File: src/rtl/df_collect_o_pkg.sv
// Shared constants and FSM encoding for the hidden-layer result collector.
// The bias slot (0xf) lives in the consumer's mux and is never stored here.
package df_collect_o_pkg;

  localparam int DF_DATA_WIDTH = 16;
  localparam int DF_NUM_IN     = 15;
  localparam int DF_ADDR_WIDTH = 4;

  localparam logic [15:0] BIAS_ONE = 16'h1000;  // 1.0 in Q4.12

  typedef enum logic {
    FILL = 1'b0,
    FULL = 1'b1
  } state_t;

endpackage

File: src/rtl/df_slot_reg.sv
// One storage slot of the collector bank: synchronous reset, clear and
// write-enable. Clear wins over write.
module df_slot_reg #(
  parameter int DATA_WIDTH = 16
) (
  input  logic                  clk,
  input  logic                  reset,
  input  logic                  we,
  input  logic                  clr,
  input  logic [DATA_WIDTH-1:0] d,
  output logic [DATA_WIDTH-1:0] q
);

  // NOTE: every slot is reset explicitly; a mid-frame reset must leave the
  // consumer-visible bank all zero, not merely the pointer.
  always_ff @(posedge clk) begin
    if (reset || clr) q <= '0;
    else if (we)      q <= d;
  end

endmodule

File: src/rtl/df_collect_o.sv
// Collects a serial valid/ready word stream into NUM_IN slots and holds the
// bank as a frame until the consumer acknowledges it.
module df_collect_o #(
  parameter int DATA_WIDTH = df_collect_o_pkg::DF_DATA_WIDTH,
  parameter int NUM_IN     = df_collect_o_pkg::DF_NUM_IN,
  parameter int ADDR_WIDTH = df_collect_o_pkg::DF_ADDR_WIDTH
) (
  input  logic                         clk,
  input  logic                         reset,
  input  logic                         in_valid,
  input  logic [DATA_WIDTH-1:0]        in_data,
  input  logic                         in_last,
  output logic                         in_ready,
  output logic                         frame_valid,
  input  logic                         frame_ack,
  output logic [NUM_IN*DATA_WIDTH-1:0] data_out,
  output logic [ADDR_WIDTH-1:0]        wr_cnt,
  output logic                         short_frame
);
  import df_collect_o_pkg::*;

  localparam logic [ADDR_WIDTH-1:0] LAST_SLOT = ADDR_WIDTH'(NUM_IN - 1);
  localparam logic [ADDR_WIDTH-1:0] SAT_CNT   = ADDR_WIDTH'(NUM_IN);

  state_t state, state_nx;
  logic   xfer;
  logic   frame_done;

  // NOTE: every output of this block gets a default first so no path can
  // leave a value unassigned and infer a latch.
  always_comb begin
    in_ready    = 1'b0;
    frame_valid = 1'b0;
    state_nx    = state;
    case (state)
      FILL: begin
        in_ready = !reset;
      end
      FULL: begin
        frame_valid = 1'b1;
        if (frame_ack) state_nx = FILL;
      end
      default: state_nx = FILL;
    endcase
    xfer       = in_valid && in_ready;
    frame_done = xfer && (in_last || (wr_cnt == LAST_SLOT));
    if (frame_done) state_nx = FULL;
  end

  // NOTE: sequential state uses non-blocking assignments so every register
  // samples the pre-edge values of its neighbours.
  always_ff @(posedge clk) begin
    if (reset) begin
      state       <= FILL;
      wr_cnt      <= '0;
      short_frame <= 1'b0;
    end else begin
      state <= state_nx;
      if (state == FULL && frame_ack)
        wr_cnt <= '0;
      else if (xfer && wr_cnt != SAT_CNT)
        wr_cnt <= wr_cnt + 1'b1;
      // An early in_last leaves the tail slots zeroed; flag it until reset.
      if (xfer && in_last && wr_cnt != LAST_SLOT)
        short_frame <= 1'b1;
    end
  end

  for (genvar k = 0; k < NUM_IN; k++) begin : g_slot
    logic slot_we;
    logic slot_clr;

    assign slot_we  = xfer && (wr_cnt == ADDR_WIDTH'(k));
    assign slot_clr = xfer && in_last && (wr_cnt < ADDR_WIDTH'(k));

    df_slot_reg #(
      .DATA_WIDTH (DATA_WIDTH)
    ) u_slot (
      .clk   (clk),
      .reset (reset),
      .we    (slot_we),
      .clr   (slot_clr),
      .d     (in_data),
      .q     (data_out[k*DATA_WIDTH +: DATA_WIDTH])
    );
  end

endmodule
File: config.mk
export PLATFORM = sky130hd
export DESIGN_NAME = df_collect_o
export DESIGN_NICKNAME = d
export VERILOG_FILES = /design/src/rtl/df_collect_o_pkg.sv /design/src/rtl/df_slot_reg.sv /design/src/rtl/df_collect_o.sv
export SDC_FILE = /design/constraint.sdc
export NUM_CORES = 1
export LEC_CHECK = 0
export CORE_MARGIN = 5
export CORE_UTILIZATION = 48
export DETAILED_ROUTE_END_ITERATION = 12
export PLACE_DENSITY = 0.88
export SETUP_SLACK_MARGIN = 0.3
export SYNTH_ARGS = -nofsm -noshare
export SYNTH_HDL_FRONTEND = slang
export SYNTH_SLANG_ARGS = --single-unit
File: constraint.sdc
create_clock -name clk -period 2.15 [get_ports clk]
set_input_delay 0.43 -clock clk [delete_from_list [all_inputs] [get_ports clk]]
set_output_delay 0.43 -clock clk [all_outputs]
set_load 0.05 [all_outputs]
==> results.txt <==
Post-route minimum period - 1.84 ns
Crit path required time - 1.72 ns
Crit path max fanout - 2
Slew of the pin with the lowest slew margin - 0.638 ns
Leakage power - 5.14 nW
Top cell family by delay on the critical path - buffers and inverters
Endpoints failing setup - 0
Count of pins on the block boundary - 268
Status - finished clean
Number of distinct library cells after synthesis - 44
Share of post-route cells with drive strength above 1 - 14.3%
Post-route antenna net violation count - 0
Critical path endpoint category - output port
CP max-delay cell - clkdlybuf4s15_1
Clock buffer count from CTS - 25
Number of levels in the clock H-tree - 1
Post-synthesis instance area - 9930 µm²
CP arrival - 1.41 ns
Input/output buffers - 267
PwrDens - 727 nW/µm²
Number of sinks on the clock net - 246
Worst path bufs/invs - 1
Endpoints failing hold - 0
Design Area, Final - 13600 µm²
NumNets Final - 1404
Post-route setup slack - 0.311 ns
Total global routing overflow - 0
Syn nets - 1188
Highest attainable clock frequency - 0.544 GHz
Setup slack at placement - -0.0362 ns
Setup skew after layout - 0.0104 ns
Category of the worst setup path launch point - register
CTS tree - yes
# rows - 52
Hold bufs inserted after CTS - 0
Max-slew headroom at the worst pin - 57.3%
Core region area - 20300 µm²
Area growth from synthesis to final layout - 37.2%
Number of flip-flops and latches in the synthesized netlist - 246
Classification of the worst-slack hold path - in -> reg
Global-route wire length before repair - 55.9 mm
Max Slew Vio Count - 0
Setup CP Type - reg -> out
Drt drc - 0
Sequential element share of the synthesized area - 49.6%
Cell at the root of the clock tree - clkbuf_16
Floorplan die area - 23700 µm²
Final-layout setup total negative slack - 0 ns
Antenna violations before repair - 1
Average wire length per cell after detail routing - 22.0 µm
Crit path largest cell delay - 0.56 ns
Starting density of the core - 48.9%
Initial drt markers - 1018
Post-DP HPWL - 22.5 mm
Clk Latency, worst-skew pair - 0.52 ns
Vias post-DR - 10400
Sequence of cells on the critical path - clkdlybuf4s15_1
Final weighted congestion of routability-driven global placement - 0.897
Mean instance size in the synthesized netlist - 8.55 µm²
Maximum number of pins on one net before global-route repair - 60
Setup repair after global routing missed its margin - no
Final wirelength - 36.7 mm
Final worst path period share - 85.5%
DR vias/cell - 6.26
Number of iterations in the first detailed-routing pass - 6
Placement Cell Area - 13000 µm²
Overall routing resource usage - 28.8%
Number of warnings issued by yosys - 0
Vias in the first global route - 9755
Number of max-cap violations - 0
Worst IR Drop VDD - 0.540 mV
Clock input transition at the sequential cells of the worst setup and hold paths - 0.06 ns
Clock Path Buffers - 3
Die boundary width - 154 µm
Post-synthesis instance total - 1162
Die height - 154 µm
==> registers in the layout, summed over array words and instances, names as in the netlist <==
signal and flops:
short_frame 1, wr_cnt 4, g_slot.u_slot.q 240, state 1
==> report_power, final <==
part / leakage, nW / switching [mW] / internal [mW]
sequential: 1.99 / 0.0288 / 4.58
combinational: 2.73 / 0.519 / 0.222
clock: 0.426 / 1.85 / 2.71
==> layout make-up <==
class                      instances  area [µm²]
multi-input combinational        765        4430
inverter                           6        22.5
fill                            1634        6680
antenna                            1        2.50
sequential                       246        4940
tap                              270         338
timing repair buffer             334        3010
clock buffer                      32         712
clock inverter                    13         160
==> cells by family after synthesis <==
logic type / Yosys count / share of synthesized area, %
AND/OR/NAND/NOR: 275 / 15.6
adder cells (fa/ha/maj): 5 / 0.630
buffers and inverters: 151 / 6.70
flip-flops: 246 / 49.6
multiplexers: 1 / 0.227
AO/OA/AOI/OAI: 484 / 27.3
==> placed cells by master, fill, tap and decap left out, types with 3 or more instances in the layout <==
cell / netlist / layout
ha_1: 5 / 5
clkdlybuf4s15_1: 0 / 105
nand2_1: 5 / 5
nand3_1: 232 / 232
buf_4: 6 / 54
a22oi_1: 48 / 48
nand4bb_2: 0 / 3
dfxtp_1: 246 / 241
nor4bb_2: 0 / 3
dfxtp_4: 0 / 5
clkbuf_16: 0 / 26
clkinv_2: 0 / 5
a21oi_1: 180 / 180
a22oi_2: 3 / 3
clkdlybuf4s50_1: 0 / 19
a32o_1: 16 / 16
clkbuf_2: 0 / 47
buf_12: 0 / 14
o21ai_1: 74 / 74
dlygate4sd2_1: 0 / 90
inv_1: 5 / 5
clkinvlp_4: 0 / 3
nor2b_1: 7 / 5
o21ai_0: 154 / 154
nand4bb_1: 6 / 3
clkbuf_8: 0 / 6
bufinv_16: 0 / 3
==> synth_stat cells, drive strengths merged <==
master / count / share of area, %
or3b: 3 / 0.26
ha: 5 / 0.63
nand2b: 2 / 0.13
nor4b: 1 / 0.24
inv: 6 / 0.23
a22oi: 51 / 4.0
mux2i: 1 / 0.23
nand2: 5 / 0.19
nor4bb: 4 / 0.40
a32o: 16 / 1.6
or2: 1 / 0.063
nor2: 4 / 0.34
clkbuf: 90 / 3.4
and4bb: 3 / 0.38
o31ai: 4 / 0.63
nand3b: 1 / 0.20
a211oi: 1 / 0.076
and3: 1 / 0.063
nand3: 232 / 12
and2: 1 / 0.063
o21ai: 229 / 12
nor2b: 7 / 0.44
buf: 55 / 3.1
dfxtp: 246 / 50
o221ai: 1 / 0.15
or4b: 1 / 0.10
or3: 1 / 0.063
nand4bb: 6 / 0.68
nor3b: 2 / 0.25
o31a: 1 / 0.088
a21oi: 180 / 9.1
a32oi: 1 / 0.088
==> repair_timing <==
item                                   4_1_cts  5_1_grt
cloned                                       0        1
endpoints found under the hold margin        0        0
setup endpoints to repair                  256      212
setup buffers                                1        1
pin swaps                                    0        1
gates resized for setup                    291      159
==> path summary, 6_finish.rpt <==
kind	startpoint	endpoint	slack [ns]	cells after the start
min	reset	short_frame	0.33	2
max	g_slot[10].u_slot.q[5]	data_out[165]	0.31	1
max reg2reg	wr_cnt[0]	g_slot[8].u_slot.q[12]	0.41	6
min reg2reg	short_frame	short_frame	0.46	2
==> per-stage QoR <==
stage                     hold WS [ns]  cells  util (%)  total power [mW]
after CTS                        0.309   1664      67.4              9.90
after global placement           0.439   1618      64.2              5.43
final                            0.327   1667      67.1              9.90
after global routing             0.327   1667      67.1              10.1
after floorplan                  0.556   1162         -              5.09
after detailed placement         0.452   1618      64.2              5.44
==> layer usage <==
layer | track usage (%) | vias up | part of all wire, %
met3 | 5.51 | 118 | 10
met5 | 0 | - | 0
met2 | 47.5 | 676 | 48
li1 | - | 4679 | -
met4 | 11.9 | 0 | 4.3
met1 | 37.3 | 4960 | 37
Note: power is estimated with default switching activity, not from simulation.
